[src/rtl/ppu_vram_loader.sv]
`timescale 1ns/1ps
// Byte-stream writer for the PPU tile memories (char, chardata, charpal port A).
// Optional PPU_LOADER_VBLANK_GATE_EN: adds vblank input; data bytes accepted only while vblank is high.
module ppu_vram_loader #(
   parameter int CHAR_AW     = 12,
   parameter int CHARDATA_AW = 12,
   parameter int PAL_AW      = 10,
   parameter int PAL_DW      = 16
) (
   input  logic                   clk,
   input  logic                   rst_n,
`ifdef PPU_LOADER_VBLANK_GATE_EN
   input  logic                   vblank,
`endif
   input  logic [7:0]             in_data,
   input  logic                   in_valid,
   output logic                   in_ready,
   output logic                   char_we,
   output logic [CHAR_AW-1:0]     char_addr,
   output logic [7:0]             char_din,
   output logic                   cdat_we,
   output logic [CHARDATA_AW-1:0] cdat_addr,
   output logic [7:0]             cdat_din,
   output logic                   pal_we,
   output logic [PAL_AW-1:0]      pal_addr,
   output logic [PAL_DW-1:0]      pal_din,
   output logic                   busy,
   output logic                   pkt_done,
   output logic                   pkt_err
);

   localparam logic [1:0] T_CHAR = 2'b00;
   localparam logic [1:0] T_CDAT = 2'b01;
   localparam logic [1:0] T_PAL  = 2'b10;

   typedef enum logic [2:0] {
      S_CMD, S_ADLO, S_LEN, S_DATA, S_PHI, S_PLO, S_DROP
   } state_t;

   state_t                 state_reg, state_next;
   logic [1:0]             tgt_reg, tgt_next;
   logic [11:0]            addr_reg, addr_next;
   logic [8:0]             len_reg, len_next;
   logic [8:0]             cnt_reg, cnt_next;
   logic [7:0]             hi_reg, hi_next;
   logic                   char_we_reg, char_we_next;
   logic [CHAR_AW-1:0]     char_addr_reg, char_addr_next;
   logic [7:0]             char_din_reg, char_din_next;
   logic                   cdat_we_reg, cdat_we_next;
   logic [CHARDATA_AW-1:0] cdat_addr_reg, cdat_addr_next;
   logic [7:0]             cdat_din_reg, cdat_din_next;
   logic                   pal_we_reg, pal_we_next;
   logic [PAL_AW-1:0]      pal_addr_reg, pal_addr_next;
   logic [PAL_DW-1:0]      pal_din_reg, pal_din_next;
   logic                   pkt_done_reg, pkt_done_next;
   logic                   pkt_err_reg, pkt_err_next;

   logic                   ready_int;
   logic                   accept;
   logic [8:0]             cnt_inc;
   logic                   last_word;
   logic [11:0]            addr_inc;

`ifdef PPU_LOADER_VBLANK_GATE_EN
   // Header bytes always pass; only memory-touching states wait for vertical blank.
   assign ready_int = (state_reg == S_DATA || state_reg == S_PHI || state_reg == S_PLO) ? vblank : 1'b1;
`else
   assign ready_int = 1'b1;
`endif

   assign accept    = in_valid & ready_int;
   assign cnt_inc   = cnt_reg + 9'd1;
   assign last_word = (cnt_inc == len_reg);
   assign addr_inc  = addr_reg + 12'd1;

   always_ff @(posedge clk or negedge rst_n) begin
      if (!rst_n) begin
         state_reg     <= S_CMD;
         tgt_reg       <= 2'b00;
         addr_reg      <= 12'd0;
         len_reg       <= 9'd0;
         cnt_reg       <= 9'd0;
         hi_reg        <= 8'd0;
         char_we_reg   <= 1'b0;
         char_addr_reg <= '0;
         char_din_reg  <= 8'd0;
         cdat_we_reg   <= 1'b0;
         cdat_addr_reg <= '0;
         cdat_din_reg  <= 8'd0;
         pal_we_reg    <= 1'b0;
         pal_addr_reg  <= '0;
         pal_din_reg   <= '0;
         pkt_done_reg  <= 1'b0;
         pkt_err_reg   <= 1'b0;
      end else begin
         state_reg     <= state_next;
         tgt_reg       <= tgt_next;
         addr_reg      <= addr_next;
         len_reg       <= len_next;
         cnt_reg       <= cnt_next;
         hi_reg        <= hi_next;
         char_we_reg   <= char_we_next;
         char_addr_reg <= char_addr_next;
         char_din_reg  <= char_din_next;
         cdat_we_reg   <= cdat_we_next;
         cdat_addr_reg <= cdat_addr_next;
         cdat_din_reg  <= cdat_din_next;
         pal_we_reg    <= pal_we_next;
         pal_addr_reg  <= pal_addr_next;
         pal_din_reg   <= pal_din_next;
         pkt_done_reg  <= pkt_done_next;
         pkt_err_reg   <= pkt_err_next;
      end
   end

   always_comb begin
      state_next     = state_reg;
      tgt_next       = tgt_reg;
      addr_next      = addr_reg;
      len_next       = len_reg;
      cnt_next       = cnt_reg;
      hi_next        = hi_reg;
      char_we_next   = 1'b0;
      char_addr_next = char_addr_reg;
      char_din_next  = char_din_reg;
      cdat_we_next   = 1'b0;
      cdat_addr_next = cdat_addr_reg;
      cdat_din_next  = cdat_din_reg;
      pal_we_next    = 1'b0;
      pal_addr_next  = pal_addr_reg;
      pal_din_next   = pal_din_reg;
      pkt_done_next  = 1'b0;
      pkt_err_next   = 1'b0;

      case (state_reg)
         S_CMD: begin
            if (accept) begin
               tgt_next     = in_data[7:6];
               addr_next    = {in_data[3:0], 8'h00};
               pkt_err_next = (in_data[7:6] == 2'b11);
               state_next   = S_ADLO;
            end
         end
         S_ADLO: begin
            if (accept) begin
               addr_next  = {addr_reg[11:8], in_data};
               state_next = S_LEN;
            end
         end
         S_LEN: begin
            if (accept) begin
               len_next = (in_data == 8'd0) ? 9'd256 : {1'b0, in_data};
               cnt_next = 9'd0;
               case (tgt_reg)
                  T_CHAR, T_CDAT: state_next = S_DATA;
                  T_PAL:          state_next = S_PHI;
                  default:        state_next = S_DROP;
               endcase
            end
         end
         S_DATA: begin
            if (accept) begin
               if (tgt_reg == T_CHAR) begin
                  char_we_next   = 1'b1;
                  char_addr_next = CHAR_AW'(addr_reg);
                  char_din_next  = in_data;
               end else begin
                  cdat_we_next   = 1'b1;
                  cdat_addr_next = CHARDATA_AW'(addr_reg);
                  cdat_din_next  = in_data;
               end
               addr_next = addr_inc;
               cnt_next  = cnt_inc;
               if (last_word) begin
                  state_next    = S_CMD;
                  pkt_done_next = 1'b1;
               end
            end
         end
         S_PHI: begin
            if (accept) begin
               hi_next    = in_data;
               state_next = S_PLO;
            end
         end
         S_PLO: begin
            if (accept) begin
               pal_we_next   = 1'b1;
               pal_addr_next = PAL_AW'(addr_reg);
               pal_din_next  = PAL_DW'({hi_reg, in_data});
               addr_next     = addr_inc;
               cnt_next      = cnt_inc;
               if (last_word) begin
                  state_next    = S_CMD;
                  pkt_done_next = 1'b1;
               end else begin
                  state_next = S_PHI;
               end
            end
         end
         S_DROP: begin
            if (accept) begin
               cnt_next = cnt_inc;
               if (last_word) begin
                  state_next    = S_CMD;
                  pkt_done_next = 1'b1;
               end
            end
         end
         default: state_next = S_CMD;
      endcase
   end

   assign in_ready  = ready_int;
   assign char_we   = char_we_reg;
   assign char_addr = char_addr_reg;
   assign char_din  = char_din_reg;
   assign cdat_we   = cdat_we_reg;
   assign cdat_addr = cdat_addr_reg;
   assign cdat_din  = cdat_din_reg;
   assign pal_we    = pal_we_reg;
   assign pal_addr  = pal_addr_reg;
   assign pal_din   = pal_din_reg;
   assign busy      = (state_reg != S_CMD);
   assign pkt_done  = pkt_done_reg;
   assign pkt_err   = pkt_err_reg;

endmodule
[config.mk]
export PLATFORM = sky130hd
export DESIGN_NAME = ppu_vram_loader
export DESIGN_NICKNAME = d
export VERILOG_FILES = /design/src/rtl/ppu_vram_loader.sv
export SDC_FILE = /design/constraint.sdc
export NUM_CORES = 1
export LEC_CHECK = 0
export ABC_CLOCK_PERIOD_IN_PS = 2100
export CORE_UTILIZATION = 53
export CTS_BUF_LIST = sky130_fd_sc_hd__clkbuf_16
export DETAILED_ROUTE_END_ITERATION = 8
export PLACE_DENSITY_LB_ADDON = 0.05
export SLEW_MARGIN = 20
export SYNTH_ARGS = -nofsm -noshare
export SYNTH_HDL_FRONTEND = slang
export SYNTH_SLANG_ARGS = --single-unit
[constraint.sdc]
create_clock -name clk -period 2.1 [get_ports clk]
set_input_delay 0.42 -clock clk [delete_from_list [all_inputs] [get_ports clk]]
set_output_delay 0.42 -clock clk [all_outputs]
set_load 0.005 [all_outputs]
Word level (Yosys, flattened, before mapping):

Cells that the tools add are included.

* input port bits: 11
* logic and storage cells: 93
* output and inout port bits: 73
* flip-flop bits (word level): 114

* reduce and logical (&&, ||, !) cells: 21
* add/sub/neg operators: 2
* equal/unequal tests: 19
* multiplexer cells: 31
* bitwise gates (word level): 2

Operators by type and width (count)
* 12-bit case mux with 3 select lines: 1
* 9-bit 2-to-1 mux: 3
* 12-bit 2-to-1 mux: 2
* 3-bit 2-to-1 mux: 8
* 3-bit case mux with 6 select lines: 1
* 9-bit case mux with 2 select lines: 1
* 1-bit 2-to-1 mux: 13
* 12-bit by 1-bit adder with 12-bit output (second input constant): 1
* 2-bit != test (second input constant): 5
* 9-bit by 1-bit adder with 9-bit output (second input constant): 1
* 3-bit equality test (second input constant): 3
* 9-bit equality test: 1
* 3-bit AND reduction: 3
* 8-bit logical NOT: 1
* 8-bit 2-to-1 mux: 1
* 2-bit by 1-bit != test with 1-bit output (second input constant): 4
* 2-bit AND reduction: 4
* 4-bit AND reduction: 2
* 7-bit AND reduction: 1
* 3-bit by 2-bit equality test with 1-bit output (second input constant): 2
* 3-bit case mux with 2 select lines: 1
* 3-bit nonzero test: 2
* 2-bit OR reduction: 3
* 2-bit equality test (second input constant): 2
* other kinds (7): 9

Depth between registers and ports, before layout:

Gate-level depths: netlist of run 1.

* word-level depth: 5
* depth in mapped cells: 8

Least setup slack after synthesis of run 1:

No wires, ideal clock.

* path type: reg-to-reg
* start point: register cnt_reg[1]
* end point: register state_reg[2]
* arrival: 1789 ps
* cell stages (with the launch flop): 9
* path buffers: 1
* clock period less this slack: 1917 ps
* setup slack: 183 ps
* cell sequence: dfrtp_1 -> ha_1 -> buf_2 -> nand2_1 -> or3_1 -> a211oi_2 -> o2111ai_2 -> a211oi_2 -> a211oi_2

* word-level cells in the longest chain between the ends: 5
* elaborated cells on any way between the ends: 7

RTL lines
* start: declaration: line 44 `logic [8:0] cnt_reg, cnt_next;`
* start signal: assignment: line 100 `cnt_reg <= cnt_next;`
* 9-bit by 1-bit adder with 9-bit output *: line 72 `assign cnt_inc = cnt_reg + 9'd1;`
* 9-bit equality test *: line 73 `assign last_word = (cnt_inc == len_reg);`
* 3-bit 2-to-1 mux: line 193 `if (last_word) begin`
* 3-bit 2-to-1 mux: line 187 `if (accept) begin`
* 3-bit case mux with 6 select lines: line 135 `case (state_reg)`
* end signal: assignment: line 96 `state_reg <= state_next;`
* end: declaration: line 40 `state_t state_reg, state_next;`

Mark *: on every way between the ends. The rest lies on a longest branch, timed or not. The select of a mux whose other input is x is not followed.
A chain may end at the register's enable or synchronous reset.

Worst setup path after layout of run 1:

* start point: register cnt_reg[0]
* end point: register state_reg[2]

Same word-level chain as after synthesis.

==> metrics.md, run 1 <==
| Metric | Value |
|---|---|
| Outcome | completed |
| Area of the mapped netlist | slightly above 0.005 mm2 |
| Net count, final | between 600 and 700 |
| CTS tree | done |
| IO Count | 84 |
| Sw Share | 32.4% |
| Post-layout minimum cycle time | 2.03 ns |
| Maximum fanout along the worst path | 7 |
| Multi-input logic area | around 0.0021 mm2 |
| Slowest stage delay, CP | ~0.4 ns |
| Hold Vio Cnt, Final | 0 |
| Insertion delay to the later sink of the worst-skew pair | between 0.4 and 0.5 ns |
| Sequential cell area | 0.00286 mm2 |
| Hold Crit Class | register to register |
| Leakage power total | roughly 3.2 nW |
| Antenna cells | 0 |
| Util after Layout | 74.3% |
| Core area | 0.00928 mm2 |
| Slew HR | 58.5% |
| Net count after synthesis | roughly 520 |
| Max-Cap Viols | 0 |
| DPL Wire Length | roughly 8.6 mm |
| Slew of the pin with the lowest slew margin | 0.622 ns |
| Antenna Nets Post-Route | 0 |
| Library cells used by synthesis | 54 |
| Final non-filler cell total | 762 |
| Sw Pwr | approximately 3.4 mW |
| Setup violators final | 0 |
| Peak VDD IR | between 800 and 900 uV |
| DR DRC count | 0 |
| Clock transition at path regs | roughly 0.05 ns |
| Initial core utilization | 54.7% |
| Die area | 0.00999 mm2 |
| Final Wtd Congestion | between 0.8 and 0.9 |
| Worst EP arrival | around 2.3 ns |
| Seq pwr share | a little over a third |
| Area grow syn2layout | 35.7% |
| Crit path kind | register to register |
| Clk pwr share | roughly 28% |
| CTS H-tree depth | 4 |
| Final WL | 13.2 mm |
| Die X | 99.9 um |
| Fmax | between 400 and 500 MHz |
| Die H | 99.9 um |
| Synth Flop Type | dfrtp_1 |
| Largest net degree at the start of global routing | 45 |
| Vias per cell | approximately 5.7 |
| Worst path most repeated cell | a211oi_2 |
| Worst Skew | a little over 0.006 ns |
| Sequential area share after synthesis | between 50% and 60% |
| Syn_area_per_cell | 9.99 um2 |
| Final Cycle Share | 96.9% |
| CTS buffer count | 17 |
| Global-route usage over all layers | 28.8% |
| Inst Count DP | 726 |
| Combinational Power Share | between 30% and 40% |
| Initial DRC Count | approximately 280 |
| Yosys warns | 0 |
| PD cells | approximately 1500 mW/mm2 |
| Drt pass-1 iters | 5 |
| Internal power | a little over 7 mW |
| Crit-path slowest cell | dfrtp_1 |
| Standard-cell rows | 35 |
| Max Slew Vio Count | 0 |
| Crit path cell chain | buf_4 -> nand3_1 -> o21ai_0 -> nor4b_2 -> o2111ai_4 -> a211oi_2 -> a211oi_2 |
| Ys async rst share | 100% |
| Critical path required time | 2.39 ns |
| Synth Instances | between 500 and 600 |
| Total grt overflow | 0 |
| Post-synthesis register bit count | roughly 110 |
| Layout cell share with drive strength beyond 1 | roughly a fifth |
| Yosys top cell by area | dfrtp_1 |
| First-pass GRT wire length | around 22 mm |
| Initial antenna violation count | 0 |
| Max clock buf depth | 2 |
| CP Capture Type | register |
| Clk root buf | clkbuf_16 |
| Max FFs per register | 16 |
| DR vias | about 4.3k |
| Area contributors post-synth | dfrtp_1, nand2_1, mux2_2 |
| Detailed-route wire length per cell | roughly 17 um |
| Post-synth top area share | 56.1% |
| CP startpoint kind | register |
| Fill cells | roughly 680 |
| Post-synth EDFFs | 0 |
| Count of input and output buffers | 82 |
| Vias in the first global route | between 4k and 5k |
| CTS sink count | ~110 |
[layout by cell type, fill, tap and decap left out, drive strengths merged, types with 8 or more instances in the layout]
cell type,n
clkbuf,17
o21ai,36
nor2,18
a21oi,23
clkdlybuf4s50,80
nand3,16
nor3,8
mux2,38
buf,38
inv,13
dfrtp,114
nand2,146
[final cells by class]
cell class	count	area share, %
clock buffers	17	6.17
clock inverters	15	2.81
inverters	10	0.544
multi-input cells	357	30.5
flip-flops and latches	114	41.4
well taps	129	2.34
repair buffers	120	16.2
[metrics by stage]
step	power [mW]	hold WS, ns	instance area, um2	worst slack, ns	setup TNS [ns]
finish	10.6	0.470	6900	0.0660	0
global route	11.3	0.491	6900	-0.105	-0.258
CTS	10.6	0.471	6850	0.0562	0
detailed placement	7.50	0.433	6200	-0.0111	-0.0111
global placement	7.35	0.420	6200	0.0612	0
floorplan	5.56	0.124	5080	0.183	0
[synthesized netlist by cell type (6+ instances only)]
library cell and number:
nand2_1 146, nand3_1 15, clkbuf_1 15, nor3_1 7, dfrtp_1 114, and3_1 7, inv_1 9, o21ai_0 35
buf_2 6, mux2_2 38, a21oi_1 23, nor2_1 18
[timing repair]
action,4_1_cts,5_1_grt
hold endpoints to repair,1,0
buffers inserted,3,0
hold buffers,1,0
pin swaps,0,2
gates resized for setup,4,7
endpoints found under the setup margin,1,3
[critical path: cells and delay by family (launching register included)]
family / cells / cell delay (ns)
DFF: 1 / 0.41
and+or+nand+nor: 2 / 0.58
buffers and inverters: 1 / 0.17
AOI/OAI and AO/OA: 4 / 0.76
[cell families (layout without fill, tap and decap cells)]
family	after synthesis	count (layout)	synth area share, %
AOI/OAI and AO/OA	92	92	11.4
xor gates and xnor gates	9	9	1.70
DFF	114	114	56.1
other	1	1	0.0738
and+or+nand+nor	214	214	18.1
muxes	39	39	8.62
adders and majority gates	2	2	0.492
buffers and inverters	38	162	3.42
[layer usage]
layer	wire (um)	part of all wire (%)	vias up	GRT usage (%)
li1	-	-	1981	-
met1	5500	42	2102	37.9
met2	6330	48	204	45.0
met3	1090	8.2	25	6.96
met4	318	2.4	0	13.7
met5	0	0	-	0
[path summary, 6_finish.rpt]
kind / startpoint / to / slack (ns) / cells past startpoint
setup / recovery: cnt_reg[0] / state_reg[2] / 0.07 / 7
hold / removal: char_addr[8] / char_addr[8] / 0.47 / 2
setup reg to reg: cnt_reg[0] / state_reg[2] / 0.07 / 7
hold reg to reg: char_addr[8] / char_addr[8] / 0.47 / 2
max in group asynchronous: rst_n / state_reg[1] / 0.90 / 3
min in group asynchronous: rst_n / cnt_reg[3] / 0.53 / 2
[power by group through the flow]
stage	Sequential, mW	Clock (mW)	Combinational [mW]
after floorplan	3.69	0	1.87
after global placement	3.86	0	3.50
after detailed placement	3.90	0	3.60
after CTS	3.83	3.04	3.75
after global routing	3.96	3.15	4.17
final	3.84	3.00	3.78
(Power assumes the default switching activity.)
==> run 2, diff against run 1 <==
ABC_CLOCK_PERIOD_IN_PS = 1750   (was 2100)
CORE_UTILIZATION = 48   (was 53)
clock period = 1.75 ns   (was 2.1 ns; I/O delays follow)
==> metrics.md, run 2 (synthesis gave the netlist of run 1 again) <==
| Metric | Value |
|---|---|
| Maximum fanout along the worst path | 7 (unchanged) |
| Initial antenna violation count | 0 (unchanged) |
| CTS buffer count | 17 (unchanged) |
| Hold Vio Cnt, Final | 0 (unchanged) |
| Largest net degree at the start of global routing | 43 (-4.4%) |
| Leakage power total | 3.49 nW (+10%) |
| Max FFs per register | 16 (unchanged) |
| Clk root buf | clkbuf_16 |
| Vias in the first global route | 4348 (+3.9%) |
| Post-route setup slack | -0.153 ns (-0.219 ns) |
| Detailed-route wire length per cell | 16.9 um (-2.7%) |
| Critical path required time | 2.03 ns (-0.36 ns) |
| Total grt overflow | 0 (unchanged) |
| Pre-CTS setup slack | -0.308 ns (-0.297 ns) |
| Die H | 105 um (+5.0%) |
| Standard-cell rows | 37 (+5.7%) |
| CTS H-tree depth | 4 (unchanged) |
| Crit path cell chain | ha_4 -> nand2_4 -> or3_4 -> a211oi_4 -> o2111ai_4 -> a211oi_2 -> a211oi_2 |
| Slowest stage delay, CP | 0.39 ns (-0.02 ns) |
| Multi-input logic area | 0.00228 mm2 (+8.3%) |
| Inst Count DP | 767 (+5.6%) |
| IO Count | 84 (unchanged) |
| Most frequent cells in the layout | nand2_1, dfrtp_1, clkdlybuf4s50_1 |
| DR DRC count | 0 (unchanged) |
| Drt pass-1 iters | 4 (-1) |
| Max Slew Vio Count | 0 (unchanged) |
| Worst path most repeated cell | a211oi_2 |
| Crit path kind | register to register |
| Outcome | finished, violations left |
| CP Capture Type | register |
| PD cells | 1760 mW/mm2 (+14%) |
| CTS sink count | 114 (unchanged) |
| Final Cycle Share | 109% (+12 points) |
| Clock transition at path regs | 0.05 ns (about the same) |
| Die X | 105 um (+5.0%) |
| Insertion delay to the later sink of the worst-skew pair | 0.41 ns (about the same) |
| RSZ-0062 raised after global routing | true |
| Initial DRC Count | 206 (-27%) |
| Crit-path slowest cell | dfrtp_1 |
| Antenna Nets Post-Route | 0 (unchanged) |
| Vias per cell | 5.35 (-5.4%) |
| DR vias | 4331 (+0.44%) |
| R2R depth | 7 (unchanged) |
| Max clock buf depth | 2 (unchanged) |
| Count of input and output buffers | 82 (unchanged) |
| Hold Crit Class | input port to asynchronous set/reset pin |
| Failing checks | negative setup slack |
| DPL Wire Length | 8.84 mm (+2.4%) |
| Final non-filler cell total | 809 (+6.2%) |
| Sequential cell area | 0.00286 mm2 (about the same) |
| Peak VDD IR | 1010 uV (+14%) |
| Worst EP arrival | 2.19 ns (-0.13 ns) |
| Total Negative Setup Slacks | -0.468 ns (-0.468 ns) |
| Setup violators final | 4 (+4) |
| Worst Skew | 0.00696 ns (+0.000822 ns) |
| First-pass GRT wire length | 22.0 mm (+1.4%) |
| Layout cell share with drive strength beyond 1 | 27.3% (+7.8 points) |
| Core area | 0.0103 mm2 (+11%) |
| Final Wtd Congestion | 0.890 (+1.9%) |
| Hold_ws | 0.397 ns (-0.0735 ns) |
| CP startpoint kind | register |
| Post-layout minimum cycle time | 1.90 ns (-0.131 ns) |
| Area grow syn2layout | 45.4% |
| Global-route usage over all layers | 26.1% (-2.7 points) |
| Antenna cells | 0 (unchanged) |
| Initial core utilization | 49.5% (-5.3 points) |
| Final WL | 13.7 mm (+3.3%) |
| Most common cell after layout, fill and taps aside | nand2_1 |
| Net count, final | 675 (+6.6%) |
| Max-Cap Viols | 0 (unchanged) |
| Fill cells | 804 (+19%) |
| Die area | 0.0110 mm2 (+10%) |
| Fmax | 526 MHz (+6.9%) |
| CTS tree | done |
-- run 2: critical path, delay by kind of cell (launching register included) --
kind | cells | cell delay (ns)
AOI/OAI and AO/OA | 4 | 0.73
adders and majority gates | 1 | 0.20
DFF | 1 | 0.39
and+or+nand+nor | 2 | 0.44
-- run 2: report_power, final --
part	switching [mW]	internal (mW)
clock	1.10	2.02
combinational	2.28	3.03
sequential	0.840	3.74
-- run 2: path summary, 6_finish.rpt --
kind	slack, ns	startpoint	to
max	-0.15	cnt_reg[0]	state_reg[2]
min	0.40	rst_n	cnt_reg[6]
max reg2reg	-0.15	cnt_reg[0]	state_reg[2]
min reg2reg	0.47	hi_reg[1]	pal_din[9]
max in group asynchronous	0.81	rst_n	cdat_addr[10]
min in group clk	0.47	hi_reg[1]	pal_din[9]
-- run 2: metal layers --
metal / GRT usage (%) / share of wire (%) / vias up
met1: 34.9 / 46 / 2126
met2: 40.9 / 48 / 123
li1: - / - / 2061
met5: 0 / 0 / -
met4: 10.7 / 2.2 / 0
met3: 6.36 / 4.1 / 21
-- run 2: stage by stage --
stage	power [mW]	util, %	area (um2)
2_1_floorplan	6.69	-	5100
3_3_place_gp	9.23	63.5	6520
3_5_place_dp	9.36	63.5	6520
4_1_cts	12.7	69.9	7190
5_1_grt	13.8	71.9	7390
6_report	13.0	71.9	7390
-- run 2: area by class of cell --
type / instances / share of cell area (%)
multi-input combinational: 357 / 30.9
timing repair buffer: 162 / 20.5
sequential: 114 / 38.7
inverter: 10 / 0.508
tap: 136 / 2.30
clock buffer: 17 / 5.76
clock inverter: 13 / 1.44
-- run 2: timing repair --
action,in CTS,in global routing
hold buffers,1,0
endpoints found under the setup margin,12,30
gates resized for setup,19,34
endpoints found under the hold margin,20,0
setup buffers,6,4
cloned,0,1
pin swaps,1,7
==> run 3, diff against run 2 <==
--- a/config.mk
+++ b/config.mk
@@ -11,3 +11,3 @@
 export DETAILED_ROUTE_END_ITERATION = 8
-export PLACE_DENSITY_LB_ADDON = 0.05
+export PLACE_DENSITY = 0.76
 export SLEW_MARGIN = 20
--- a/constraint.sdc
+++ b/constraint.sdc
@@ -3,2 +3,2 @@
 set_output_delay 0.35 -clock clk [all_outputs]
-set_load 0.005 [all_outputs]
+set_load 0.1 [all_outputs]
==> metrics.md, run 3 (synthesis gave the netlist of run 1 again) <==
| Metric | Value |
|---|---|
| Outcome | finished, violations left |
| Failing checks | negative setup slack |
| Die X | 105 um (unchanged) |
| Final WL | 15.0 mm (+9.8%) |
| Final Cycle Share | 109% (about the same) |
| Insertion delay to the later sink of the worst-skew pair | 0.42 ns (about the same) |
| CP Capture Type | register |
| Max clock buf depth | 2 (unchanged) |
| Global-route usage over all layers | 28.3% (+2.2 points) |
| Vias in the first global route | 4691 (+7.9%) |
| RR Endpoint | state_reg[1] |
| Largest net degree at the start of global routing | 33 (-23%) |
| Area grow syn2layout | 58.4% |
| Vias per cell | 5.62 (+5.0%) |
| Worst reg2reg startpoint | cnt_reg[1] |
| Die area | 0.0110 mm2 (unchanged) |
| Hold Crit Class | input port to asynchronous set/reset pin |
| Flop-to-flop setup slack | -0.15 ns (about the same) |
| DPL Wire Length | 9.98 mm (+13%) |
| Detailed-route wire length per cell | 18.6 um (+10%) |
| CP startpoint kind | register |
| DR DRC count | 0 (unchanged) |
| CTS sink count | 114 (unchanged) |
| Total grt overflow | 0 (unchanged) |
| Crit path kind | register to register |
| Net count, final | 671 (-0.59%) |
| Count of input and output buffers | 82 (unchanged) |
| Clk root buf | clkbuf_16 |
| CTS buffer count | 17 (unchanged) |
| CTS H-tree depth | 4 (unchanged) |
| RSZ-0062 raised after global routing | true |
| First-pass GRT wire length | 23.8 mm (+8.4%) |
| DR vias | 4538 (+4.8%) |
| Max Slew Vio Count | 0 (unchanged) |
| Max FFs per register | 16 (unchanged) |
| Post-route setup slack | -0.154 ns (-0.00184 ns) |
| Post-layout minimum cycle time | 1.90 ns (+0.00184 ns) |
| Sequential cell area | 0.00286 mm2 (unchanged) |
| Core area | 0.0103 mm2 (unchanged) |
| Hold Vio Cnt, Final | 0 (unchanged) |
| Cell Area, Placed | 0.00730 mm2 (+12%) |
| Setup violators final | 5 (+1) |
| Maximum fanout along the worst path | 7 (unchanged) |
| Initial core utilization | 49.5% (unchanged) |
| Worst Skew | 0.00784 ns (+0.000878 ns) |
| IO Count | 84 (unchanged) |
| Most common cell after layout, fill and taps aside | nand2_1 |
| Clock transition at path regs | 0.06 ns (about the same) |
| Fmax | 525 MHz (about the same) |
| CTS tree | done |
| Antenna Nets Post-Route | 0 (unchanged) |
| Final Cell Area | 0.00805 mm2 (+9.0%) |
| Worst EP arrival | 2.20 ns (about the same) |
| Final Wtd Congestion | 0.907 (+1.9%) |
| Critical path required time | 2.04 ns (about the same) |
| Die H | 105 um (unchanged) |
| R2R depth | 7 (unchanged) |
| Most frequent cells in the layout | nand2_1, dfrtp_1, buf_12 |
| Multi-input logic area | 0.00220 mm2 (-3.4%) |
| Drt pass-1 iters | 5 (+1) |
| Max-Cap Viols | 0 (unchanged) |
| Fill cells | 617 (-23%) |
| Initial antenna violation count | 0 (unchanged) |
| Standard-cell rows | 37 (unchanged) |
| Layout cell share with drive strength beyond 1 | 37.4% (+10 points) |
| Initial DRC Count | 274 (+33%) |
| Antenna cells | 0 (unchanged) |
-- run 3: cell types whose count changed in the layout (fill, tap and decap cells not counted), sizes merged --
cell	previous run	this run
clkdlybuf4s50	80	9
buf	79	148
clkbuf	19	17
inv	13	12
clkinv	8	6
clkinvlp	0	5
-- run 3: timing repair --
action	in CTS	in global routing
pin swaps	2	2
endpoints found under the hold margin	25	0
hold buffers	1	0
gates resized for setup	9	20
cloned	0	0
endpoints found under the setup margin	14	8
setup buffers	1	3
-- run 3: worst max path at each step --
stage | start | slack [ns] | end | cells past startpoint
2_1_floorplan | cnt_reg[1] | -0.05 | state_reg[2] | 8
3_3_place_gp | in_valid | -0.21 | cdat_addr[8] | 6
3_5_place_dp | in_valid | -0.24 | cdat_addr[11] | 6
4_1_cts | cnt_reg[1] | -0.15 | state_reg[2] | 7
5_1_grt | cnt_reg[1] | -0.24 | state_reg[2] | 7
6_report | cnt_reg[1] | -0.15 | state_reg[1] | 7
-- run 3: layer usage --
| layer | part of all wire (%) | vias up | track usage [%] |
|---|---|---|---|
| met3 | 5.6 | 59 | 6.36 |
| met5 | 0 | - | 0 |
| met4 | 3.9 | 0 | 15.3 |
| met2 | 50 | 189 | 46.3 |
| li1 | - | 2046 | - |
| met1 | 41 | 2244 | 35.0 |
-- run 3: layout make-up --
| cell class | count | area share (%) |
|---|---|---|
| Clock buffer | 17 | 5.28 |
| Clock inverter | 15 | 1.96 |
| Inverter | 10 | 0.466 |
| Multi-Input combinational cell | 357 | 27.4 |
| Sequential cell | 114 | 35.5 |
| Tap cell | 136 | 2.11 |
| Timing Repair Buffer | 158 | 27.3 |
-- run 3: critical path, stage by stage (launching register included) --
cell	delay [ns]
dfrtp_2	0.41
ha_4	0.20
nand2_4	0.06
or3_1	0.36
a211oi_2	0.28
o2111ai_4	0.22
a21oi_1	0.21
a221oi_2	0.05
-- run 3: per-stage QoR --
stage | hold WS (ns) | setup WS, ns | TNS [ns] | std cells | util [%]
after floorplan | 0.0544 | -0.0496 | -0.211 | 509 | -
after global placement | 0.306 | -0.211 | -7.54 | 770 | 71.0
after detailed placement | 0.315 | -0.243 | -10.31 | 770 | 71.0
after CTS | 0.418 | -0.150 | -0.621 | 804 | 77.1
after global routing | 0.452 | -0.236 | -0.969 | 807 | 78.3
final | 0.425 | -0.154 | -0.606 | 807 | 78.3
Power of run 3 is left out: the tool's default activity adds up to more than one toggle a clock period on the data nets, which glitch-free logic cannot reach.
